File: config.mk
export PLATFORM = sky130hd
export DESIGN_NAME = multicycle_ctrl_flat
export DESIGN_NICKNAME = d
export VERILOG_FILES = /design/src/rtl/multicycle_ctrl_if.sv /design/src/rtl/multicycle_ctrl.sv /design/src/flat_wrapper.sv
export SDC_FILE = /design/constraint.sdc
export NUM_CORES = 1
export LEC_CHECK = 0
export ABC_CLOCK_PERIOD_IN_PS = 2100
export CORE_ASPECT_RATIO = 0.6
export CORE_UTILIZATION = 45
export DETAILED_ROUTE_END_ITERATION = 16
export PLACE_DENSITY = 0.74
export SLEW_MARGIN = 5
export SYNTH_ARGS = -nofsm -noshare
export SYNTH_HDL_FRONTEND = slang
export SYNTH_SLANG_ARGS = --single-unit
File: constraint.sdc
create_clock -name clock -period 2.1 [get_ports clock]
set_input_delay 0.315 -clock clock [delete_from_list [all_inputs] [get_ports clock]]
set_output_delay 0.315 -clock clock [all_outputs]
set_load 0.1 [all_outputs]
File: src/rtl/multicycle_ctrl_if.sv
// ============================================================================
// multicycle_ctrl_if : control/handshake bundle between multicycle_ctrl and core
// Revision: 1.0
// ============================================================================
`default_nettype none

interface multicycle_ctrl_if;
  logic [6:0]  opcode;
  logic        dec_wEn;
  logic        dec_mem_wEn;
  logic        imem_ready;
  logic        dmem_ready;
  logic        imem_req;
  logic        ir_load;
  logic        dmem_req;
  logic        mem_wEn;
  logic        rf_wEn;
  logic        pc_wEn;
  logic [2:0]  state;
  logic        trap;
  logic [1:0]  trap_cause;
  logic [31:0] instr_count;

  modport master (
    input  opcode, dec_wEn, dec_mem_wEn, imem_ready, dmem_ready,
    output imem_req, ir_load, dmem_req, mem_wEn, rf_wEn, pc_wEn,
    output state, trap, trap_cause, instr_count
  );

  modport slave (
    output opcode, dec_wEn, dec_mem_wEn, imem_ready, dmem_ready,
    input  imem_req, ir_load, dmem_req, mem_wEn, rf_wEn, pc_wEn,
    input  state, trap, trap_cause, instr_count
  );
endinterface

`default_nettype wire

File: src/rtl/multicycle_ctrl.sv
// ============================================================================
// multicycle_ctrl : FETCH/DECODE/EXECUTE/MEMORY/WRITEBACK sequencer with
//                   memory handshakes, retire counter and trap/watchdog logic
// Revision: 1.0
// ============================================================================
`default_nettype none

module multicycle_ctrl #(
  parameter int unsigned TIMEOUT = 255
) (
  input  wire logic         clock,
  input  wire logic         reset,
  multicycle_ctrl_if.master bus
);

  typedef enum logic [2:0] {
    S_FETCH     = 3'd0,
    S_DECODE    = 3'd1,
    S_EXECUTE   = 3'd2,
    S_MEMORY    = 3'd3,
    S_WRITEBACK = 3'd4,
    S_TRAP      = 3'd5
  } state_t;

  localparam logic [1:0] CAUSE_NONE    = 2'b00;
  localparam logic [1:0] CAUSE_ILLEGAL = 2'b01;
  localparam logic [1:0] CAUSE_IMEM_TO = 2'b10;
  localparam logic [1:0] CAUSE_DMEM_TO = 2'b11;

  localparam logic [6:0] OP_RTYPE  = 7'b0110011;
  localparam logic [6:0] OP_ITYPE  = 7'b0010011;
  localparam logic [6:0] OP_LOAD   = 7'b0000011;
  localparam logic [6:0] OP_STORE  = 7'b0100011;
  localparam logic [6:0] OP_BRANCH = 7'b1100011;
  localparam logic [6:0] OP_JAL    = 7'b1101111;
  localparam logic [6:0] OP_JALR   = 7'b1100111;
  localparam logic [6:0] OP_LUI    = 7'b0110111;
  localparam logic [6:0] OP_AUIPC  = 7'b0010111;

  localparam bit         WATCHDOG_ON = (TIMEOUT != 0);
  localparam logic [7:0] WAIT_LIMIT  = WATCHDOG_ON ? 8'(TIMEOUT - 1) : 8'd0;

  state_t      cur_state;
  logic        trap_flag;
  logic [1:0]  cause;
  logic [31:0] retired;
  logic [7:0]  wait_cnt;

  logic        opcode_legal;
  logic        opcode_mem;
  logic        wait_expired;

  always_comb begin
    opcode_legal = 1'b0;
    case (bus.opcode)
      OP_RTYPE, OP_ITYPE, OP_LOAD, OP_STORE, OP_BRANCH,
      OP_JAL, OP_JALR, OP_LUI, OP_AUIPC: opcode_legal = 1'b1;
      default:                           opcode_legal = 1'b0;
    endcase
  end

  assign opcode_mem   = (bus.opcode == OP_LOAD) || (bus.opcode == OP_STORE);
  assign wait_expired = WATCHDOG_ON && (wait_cnt == WAIT_LIMIT);

  // Strobes are decoded from the current state; reset overrides every state.
  always_comb begin
    bus.imem_req = 1'b0;
    bus.ir_load  = 1'b0;
    bus.dmem_req = 1'b0;
    bus.mem_wEn  = 1'b0;
    bus.rf_wEn   = 1'b0;
    bus.pc_wEn   = 1'b0;
    if (!reset) begin
      case (cur_state)
        S_FETCH: begin
          bus.imem_req = 1'b1;
          bus.ir_load  = bus.imem_ready;
        end
        S_MEMORY: begin
          bus.dmem_req = 1'b1;
          bus.mem_wEn  = bus.dec_mem_wEn && (bus.opcode == OP_STORE);
        end
        S_WRITEBACK: begin
          bus.rf_wEn = bus.dec_wEn;
          bus.pc_wEn = 1'b1;
        end
        default: ;
      endcase
    end
  end

  // wait_cnt is zeroed on every state change, so it starts at 0 on entry.
  always_ff @(posedge clock) begin
    if (reset) begin
      cur_state <= S_FETCH;
      trap_flag <= 1'b0;
      cause     <= CAUSE_NONE;
      retired   <= 32'd0;
      wait_cnt  <= 8'd0;
    end else begin
      case (cur_state)
        S_FETCH: begin
          if (bus.imem_ready) begin
            cur_state <= S_DECODE;
            wait_cnt  <= 8'd0;
          end else if (wait_expired) begin
            cur_state <= S_TRAP;
            trap_flag <= 1'b1;
            cause     <= CAUSE_IMEM_TO;
            wait_cnt  <= 8'd0;
          end else begin
            wait_cnt  <= wait_cnt + 8'd1;
          end
        end
        S_DECODE: begin
          wait_cnt <= 8'd0;
          if (opcode_legal) begin
            cur_state <= S_EXECUTE;
          end else begin
            cur_state <= S_TRAP;
            trap_flag <= 1'b1;
            cause     <= CAUSE_ILLEGAL;
          end
        end
        S_EXECUTE: begin
          wait_cnt  <= 8'd0;
          cur_state <= opcode_mem ? S_MEMORY : S_WRITEBACK;
        end
        S_MEMORY: begin
          if (bus.dmem_ready) begin
            cur_state <= S_WRITEBACK;
            wait_cnt  <= 8'd0;
          end else if (wait_expired) begin
            cur_state <= S_TRAP;
            trap_flag <= 1'b1;
            cause     <= CAUSE_DMEM_TO;
            wait_cnt  <= 8'd0;
          end else begin
            wait_cnt  <= wait_cnt + 8'd1;
          end
        end
        S_WRITEBACK: begin
          cur_state <= S_FETCH;
          retired   <= retired + 32'd1;
          wait_cnt  <= 8'd0;
        end
        S_TRAP: begin
          cur_state <= S_TRAP;
        end
        default: begin
          cur_state <= S_TRAP;
          trap_flag <= 1'b1;
          cause     <= CAUSE_ILLEGAL;
          wait_cnt  <= 8'd0;
        end
      endcase
    end
  end

  assign bus.state       = cur_state;
  assign bus.trap        = trap_flag;
  assign bus.trap_cause  = cause;
  assign bus.instr_count = retired;

endmodule

`default_nettype wire
File: src/flat_wrapper.sv
// flat-port wrapper written by rule: the top's interface ports become plain ports
module multicycle_ctrl_flat 
#(
  parameter int unsigned TIMEOUT = 255
)
  (clock, reset, bus_opcode, bus_dec_wEn, bus_dec_mem_wEn, bus_imem_ready, bus_dmem_ready, bus_imem_req, bus_ir_load, bus_dmem_req, bus_mem_wEn, bus_rf_wEn, bus_pc_wEn, bus_state, bus_trap, bus_trap_cause, bus_instr_count);
  multicycle_ctrl_if bus_i ();
  input  wire logic clock;
  input  wire logic reset;
  input wire logic [$bits(bus_i.opcode)-1:0] bus_opcode;
  input wire logic [$bits(bus_i.dec_wEn)-1:0] bus_dec_wEn;
  input wire logic [$bits(bus_i.dec_mem_wEn)-1:0] bus_dec_mem_wEn;
  input wire logic [$bits(bus_i.imem_ready)-1:0] bus_imem_ready;
  input wire logic [$bits(bus_i.dmem_ready)-1:0] bus_dmem_ready;
  output wire logic [$bits(bus_i.imem_req)-1:0] bus_imem_req;
  output wire logic [$bits(bus_i.ir_load)-1:0] bus_ir_load;
  output wire logic [$bits(bus_i.dmem_req)-1:0] bus_dmem_req;
  output wire logic [$bits(bus_i.mem_wEn)-1:0] bus_mem_wEn;
  output wire logic [$bits(bus_i.rf_wEn)-1:0] bus_rf_wEn;
  output wire logic [$bits(bus_i.pc_wEn)-1:0] bus_pc_wEn;
  output wire logic [$bits(bus_i.state)-1:0] bus_state;
  output wire logic [$bits(bus_i.trap)-1:0] bus_trap;
  output wire logic [$bits(bus_i.trap_cause)-1:0] bus_trap_cause;
  output wire logic [$bits(bus_i.instr_count)-1:0] bus_instr_count;
  assign bus_i.opcode = bus_opcode;
  assign bus_i.dec_wEn = bus_dec_wEn;
  assign bus_i.dec_mem_wEn = bus_dec_mem_wEn;
  assign bus_i.imem_ready = bus_imem_ready;
  assign bus_i.dmem_ready = bus_dmem_ready;
  assign bus_imem_req = bus_i.imem_req;
  assign bus_ir_load = bus_i.ir_load;
  assign bus_dmem_req = bus_i.dmem_req;
  assign bus_mem_wEn = bus_i.mem_wEn;
  assign bus_rf_wEn = bus_i.rf_wEn;
  assign bus_pc_wEn = bus_i.pc_wEn;
  assign bus_state = bus_i.state;
  assign bus_trap = bus_i.trap;
  assign bus_trap_cause = bus_i.trap_cause;
  assign bus_instr_count = bus_i.instr_count;
  multicycle_ctrl #(.TIMEOUT(TIMEOUT)) u_core (.clock(clock), .reset(reset), .bus(bus_i));
endmodule
=== Word-level counts from Yosys, hierarchy flattened ===
Cells that the tools add are included.

* Flip-flop bits (word level): 46
* Output and inout bits: 44
* Logic and storage cells: 69

* Add/subtract/negate cells: 2
* Equal/unequal tests: 20
* Mux-type cells: 34
* Bitwise logic cells: 1
* Reduce and logical (&&, ||, !) cells: 7

{| class="wikitable"
|+ Operators with widths
! cell !! number
|-
| $add A32 B1 Y32 const B || 1
|-
| $mux W8 || 3
|-
| $pmux W8 S3 || 1
|-
| $eq A7 B6 Y1 const B || 3
|-
| $eq A7 B7 Y1 const B || 3
|-
| $mux W1 || 17
|-
| $mux W3 || 5
|-
| $pmux W3 S5 || 1
|-
| $eq A7 B5 Y1 const B || 2
|-
| $mux W2 || 5
|-
| $reduce_or A9 Y1 || 1
|-
| $add A8 B1 Y8 const B || 1
|-
| $eq A8 B8 Y1 const B || 1
|-
| $pmux W2 S4 || 1
|-
| $eq A7 B2 Y1 const B || 1
|-
| $eq A3 B2 Y1 const B || 2
|-
| $eq A3 B3 Y1 const B || 2
|-
| $ne A2 B2 Y1 const B || 3
|-
| $reduce_and A6 Y1 || 1
|-
| $ne A2 B1 Y1 const B || 2
|-
| $pmux W1 S4 || 1
|-
| $reduce_and A4 Y1 || 1
|-
| $eq A3 B1 Y1 const B || 1
|-
| $logic_not A3 Y1 || 1
|-
| other kinds (4) || 4
|}

=== Longest topological paths before layout ===
Gate-level depths: netlist (run 1).

* Depth in word-level cells: 5
* Mapped depth: 6

=== Least setup slack after synthesis (run 1) ===
No wires, ideal clock.

* Path kind: register to output
* Start: register u_core.cur_state[0], in the netlist u_core.bus.state[0]
* End: output port bus_mem_wEn
* Arrival time: 6603 ps
* Data required time: 1785 ps
* Slack: -4818 ps
* Stages on the path, launching flop included: 4
* Path buffers: 0
* Cell sequence: dfxtp_1 nand2_1 nor3_1 nor4b_1

* Cells in the longest elaborated chain, start to end: 3

{| class="wikitable"
|+ RTL lines
! element !! line !! source
|-
| from (decl) || multicycle_ctrl.sv:43 || <nowiki>state_t cur_state;</nowiki>
|-
| from (signal assigned) || multicycle_ctrl.sv:127 || <nowiki>cur_state <= opcode_mem ? S_MEMORY : S_WRITEBACK;</nowiki>
|-
| $eq A3 B2 Y1 || multicycle_ctrl.sv:74 || <nowiki>case (cur_state)</nowiki>
|-
| $mux W1 || multicycle_ctrl.sv:74 ||
|-
| $mux W1 || multicycle_ctrl.sv:73 || <nowiki>if (!reset) begin</nowiki>
|-
| to (decl) || flat_wrapper.sv:18 || <nowiki>output wire logic [$bits(bus_i.mem_wEn)-1:0] bus_mem_wEn;</nowiki>
|}

Every way passes these cells.

=== Worst setup path after layout (run 1) ===
* Start: register u_core.cur_state[0], in the netlist u_core.bus.state[0]
* End: output port bus_ir_load

* Cells in the longest elaborated chain, start to end: 3

{| class="wikitable"
|+ RTL lines
! element !! line !! source
|-
| $logic_not A3 Y1 || multicycle_ctrl.sv:74 ||
|-
| $mux W1 || multicycle_ctrl.sv:74 ||
|-
| $mux W1 || multicycle_ctrl.sv:73 ||
|-
| to (decl) || flat_wrapper.sv:16 || <nowiki>output wire logic [$bits(bus_i.ir_load)-1:0] bus_ir_load;</nowiki>
|}

Every way passes these cells.

==> metrics.yaml, run 1 <==
outcome: "finished, final reports clean"
gr-usage-all-layers_pct: 21.7
hold_buffers: 0
hold_viol: 0
yosys-top-cells-count: "46 x dfxtp_1, 45 x nor2_1, 22 x xor2_1, 20 x nand2_1, 18 x nand3_1"
r2r_start: "u_core.bus.state[2]"
drc: 0
setup_tns_ns: 0
fmax_mhz: 491
clock_tree.root_cell: "clkbuf_8"
async_flop_share_pct: 0
synth-main-ff-cell: "dfxtp_1"
start_kind: "flop"
clk_path_buf_depth: 2
viasPerCell: 5.38
max-cap-violations: 0
path_clk_slew_ns: 0.08
rows: 19
finClkSkew_ns: 0.00553
endpoint_kind: "primary output"
yosys-top-cells-area: "dfxtp_1 40%, xor2_1 8.3%, nor2_1 7.3%"
insertion_delay_ns: 0.30
fin_crit_sh_pct: 96.9
clock-sinks: 46
ys_ff_latch: 46
rsz0062_at_grt: "no"
report.final.slew_viol_count: 0
peakVddDrop_uv: 254
core_um2: 4750
min_from: "u_core.bus.trap"
io_buffers: 56
dp_hpwl_mm: 4.06
ys_seq_area_share_pct: 39.9
first_pass_iters: 4
synth_most_common_cell: "dfxtp_1"
dieWidth_um: 94.5
h-tree-depth: 2
synth_area_leader_cell: "dfxtp_1"
io_pins: 57
cts_tree: "yes"
layout-drive-gt1-share_pct: 31.7
setup_viol: 0
synth.avg_cell_area_um2: 8.37
synth_cells: 276
timing.hold.ws_ns: 0.476
cts_made_buffers: 5
yosysUniqueCellTypes: 43
drtAntennaViolNets: 0
antenna_found_initial: 0
p_leak_nw: 1.23
power_density_nw_per_um2: 557
critPathArrivalTime_ns: 1.72
drt_iter0_drc: 83
hp-class: "flop to flop"
first_global_vias: 1954
antenna_cells: 0
gp_congestion: 0.833
routedWlPerCell_um: 13.6
final_nets: 356
cp_max_fo: 10
synth_edf_count: 0
cp-startpoint: "u_core.bus.state[0]"
dieArea_um2: 5430
relSlewSlack_pct: 68.5
num_vias: 2172
synth_top_cell_area_share_pct: 39.9
dpl_worst_slack_ns: -0.0429
cp.required_ns: 1.78
wirelength_mm: 5.48
syn_area_um2: 2310
syn_nets: 292
grt_pass1_wl_mm: 9.29
tightest_slew_ns: 0.472
criticalPathCategory: "flop to primary output"
layout_min_cycle_time_ns: 2.04
areaGrowthSynthToFinish_pct: 36.8
yosysWarnings: 0
start_util_pct: 48.6
die_height_um: 57.5
fin_ws_ns: 0.0647
grt.overflow.total: 0
grt_start_max_net_pins: 27
power by group:
| part | switching (mW) | internal, mW |
|---|---|---|
| Clock | 0.298 | 0.266 |
| Combinational | 0.198 | 0.0953 |
| Sequential | 0.0222 | 0.882 |
| Total | 0.518 | 1.24 |
what timing repair did:
action | in CTS | in global routing
pin swaps | 3 | 1
endpoints found under the hold margin | 0 | 0
gates resized for setup | 5 | 0
buffers inserted | 0 | 2
setup endpoints to repair | 1 | 1
registers in the layout (all words and copies together) (netlist names):
register                count
u_core.bus.trap             1
u_core.bus.state            3
u_core.wait_cnt             8
u_core.bus.trap_cause       2
u_core.bus.instr_count     32
cells in the final DEF (no fill, tap or decap), types with 6 or more instances in the layout:
cell	Yosys	layout
o21ai_0	8	8
clkdlybuf4s50_1	0	8
nand4_1	13	13
dfxtp_2	0	25
clkbuf_8	0	6
nor2_1	45	44
dfxtp_1	46	16
and4_1	6	6
a21oi_1	13	13
buf_4	0	47
nand3_1	18	18
xor2_1	22	22
nor3_1	8	6
buf_12	0	7
xnor2_1	11	11
nand2_1	20	19
routing by layer:
metal  track usage, %  up-vias  share of wire (%)  wire [µm]
li1                 -     1105                  -          -
met1             33.4      991                 53       2910
met2             29.8       72                 40       2190
met3             5.60        4                6.4        352
met4             5.63        0               0.66         36
met5                0        -                  0          0
area by class of cell:
type	instances	area, µm²
fill	423	1590
timing repair buffer	66	608
clock buffer	6	82.6
clock inverter	2	11.3
sequential	46	971
multi-input combinational	217	1390
tap	63	78.8
inverter	4	15.0
final timing paths:
path                                      to  slack [ns]  cells past startpoint
setup / recovery                 bus_ir_load        0.06                      5
hold / removal               u_core.bus.trap        0.48                      2
setup reg to reg  u_core.bus.instr_count[18]        0.24                      5
hold reg to reg              u_core.bus.trap        0.48                      2
cells by family (layout without fill, tap and decap cells):
| kind of cell | after synthesis | in the layout | share of synthesized area [%] |
|---|---|---|---|
| adders and majority gates | 3 | 3 | 1.63 |
| AOI/OAI and AO/OA | 31 | 31 | 7.86 |
| buffers and inverters | 13 | 78 | 2.44 |
| xor gates and xnor gates | 33 | 33 | 12.5 |
| DFF | 46 | 46 | 39.9 |
| muxes | 2 | 2 | 0.921 |
| and+or+nand+nor | 148 | 148 | 34.8 |
through the flow:
| step | utilization [%] | cell area [µm²] | power (mW) | cells |
|---|---|---|---|---|
| after detailed placement | 64.2 | 3050 | 1.22 | 394 |
| after floorplan | - | 2430 | 1.13 | 276 |
| final | 66.5 | 3160 | 1.76 | 404 |
| after global routing | 66.5 | 3160 | 1.83 | 404 |
| after CTS | 66.2 | 3150 | 1.78 | 402 |
| after global placement | 64.2 | 3050 | 1.22 | 394 |
critical path: stages (launching register included):
cell and delay [ns]:
dfxtp_4 0.39, or2_1 0.29, buf_4 0.19, nor3_4 0.21, and2_4 0.19, buf_12 0.16
Note: power is estimated with default switching activity, not from simulation.
==> run 2, diff against run 1 <==
--- a/config.mk
+++ b/config.mk
@@ -6,5 +6,5 @@
 export NUM_CORES = 1
 export LEC_CHECK = 0
-export ABC_CLOCK_PERIOD_IN_PS = 2100
+export ABC_CLOCK_PERIOD_IN_PS = 2600
 export CORE_ASPECT_RATIO = 0.6
 export CORE_UTILIZATION = 45
==> constraint.sdc (replaced) <==
create_clock -name clock -period 2.6 [get_ports clock]
set_input_delay 0.39 -clock clock [delete_from_list [all_inputs] [get_ports clock]]
set_output_delay 0.39 -clock clock [all_outputs]
set_load 0.02 [all_outputs]
==> metrics.yaml, run 2 (synthesis results as in run 1) <==
critPathArrivalTime_ns: 2.09
h-tree-depth: 2
first_pass_iters: 4
rows: 19
wirelength_mm: 5.29
antenna_cells: 0
setup_viol: 0
outcome: "finished, final reports clean"
num_vias: 2148
postCtsSetupBuffers: 0
cts_tree: "yes"
io_buffers: 56
slowest_delay_ns: 0.59
final_nets: 357
filler_cell_count: 417
use_met1_pct: 31.9
layout.cells.non_filler: 405
hold_viol: 0
grt_start_max_net_pins: 42
grt.overflow.total: 0
r2r-end: "u_core.bus.instr_count[29]"
gr-usage-met2_pct: 29.8
worstHoldPathCells: 2
mostFrequentLayoutCell: "clkdlybuf4s50_1"
cp_slowest_cell: "clkdlybuf4s50_1"
insertion_delay_ns: 0.30
power.total_mw: 1.37
reg2reg_slack_ns: 0.55
final_cell_mix: "55 x clkdlybuf4s50_1, 46 x dfxtp_1, 45 x nor2_1"
peakVddDrop_uv: 255
hold_buffers: 0
gp_congestion: 0.776
viasPerCell: 5.30
finClkSkew_ns: 0.00955
cts_made_buffers: 5
antenna_found_initial: 0
die_height_um: 57.5
first_global_vias: 1872
relSlewSlack_pct: 63.3
clk_path_buf_depth: 2
placed_cell_area_um2: 2990
r2r_start: "u_core.bus.state[0]"
drtAntennaViolNets: 0
min_from: "u_core.bus.instr_count[31]"
path_clk_slew_ns: 0.08
dp_cells: 397
clock_tree.root_cell: "clkbuf_8"
gr-usage-all-layers_pct: 21.2
routedWlPerCell_um: 13.1
layout-drive-gt1-share_pct: 7.89
drt_iter0_drc: 91
p_leak_nw: 1.08
worst_r2r_path_depth: 7
core_um2: 4750
crit_chain: "buf_4 > or2_1 > nor3_1 > and2_1 > clkdlybuf4s50_1"
rsz0062_at_grt: "no"
cts.repair.resized: 1
io_pins: 57
largest_reg_flops: 32
layout_min_cycle_time_ns: 2.48
fin_crit_sh_pct: 95.3
drc: 0
max-cap-violations: 0
criticalPathCategory: "flop to primary output"
setup_tns_ns: 0
start_kind: "flop"
cp.required_ns: 2.21
grt_pass1_wl_mm: 9.00
dieArea_um2: 5430
hp-class: "flop to flop"
tightest_slew_ns: 0.546
cp_max_fo: 9
clock-sinks: 46
power_density_nw_per_um2: 443
report.final.slew_viol_count: 0
cp_num_buf_inv: 2
dp_hpwl_mm: 3.92
hold_end: "u_core.bus.instr_count[31]"
critPathTopFamily: "buffers and inverters"
fmax_mhz: 404
top_usage_layer: "met1"
start_util_pct: 48.6
dieWidth_um: 94.5
gr-usage-met3_pct: 5.47
endpoint_kind: "primary output"
areaGrowthSynthToFinish_pct: 34.0
stdcell_area_um2: 3090
## run 2: power breakdown
part | leakage, nW | internal (mW) | switching, mW
registers | 0.372 | 0.715 | 0.0105
logic | 0.652 | 0.0753 | 0.0807
clock network | 0.0544 | 0.244 | 0.245
total | 1.08 | 1.03 | 0.337
## run 2: through the flow
stage	hold slack (ns)	setup WS, ns	util [%]
floorplan	0.493	0.0777	-
global placement	0.448	0.00844	62.9
detailed placement	0.484	-0.0183	62.9
CTS	0.506	0.138	65.1
global route	0.533	0.0415	65.1
finish	0.498	0.122	65.1
## run 2: area by class of cell
| cell class | count | area, µm² | share of cell area, % |
|---|---|---|---|
| repair buffers | 67 | 642 | 20.7 |
| well taps | 63 | 78.8 | 2.55 |
| clock inverters | 1 | 8.76 | 0.283 |
| multi-input cells | 217 | 1330 | 43.1 |
| clock buffers | 7 | 96.3 | 3.11 |
| inverters | 4 | 15.0 | 0.485 |
| flip-flops and latches | 46 | 921 | 29.8 |
## run 2: worst max-delay path by stage
stage | start | to | cells past startpoint
after detailed placement | bus_opcode[3] | bus_mem_wEn | 4
final | u_core.bus.state[0] | bus_ir_load | 5
after global routing | u_core.bus.state[0] | bus_ir_load | 5
after floorplan | u_core.bus.state[2] | bus_mem_wEn | 4
after global placement | bus_opcode[3] | bus_mem_wEn | 4
after CTS | u_core.bus.state[0] | bus_ir_load | 5
## run 2: worst min-delay path: stages (launching register included)
cell,delay (ns)
dfxtp_1,0.32
o21ai_0,0.07
a21oi_1,0.06
## run 2: per-layer routing
metal	up-vias	routed length [µm]
met2	85	2090
li1	1100	-
met3	5	379
met4	0	30
met1	958	2780
met5	-	0
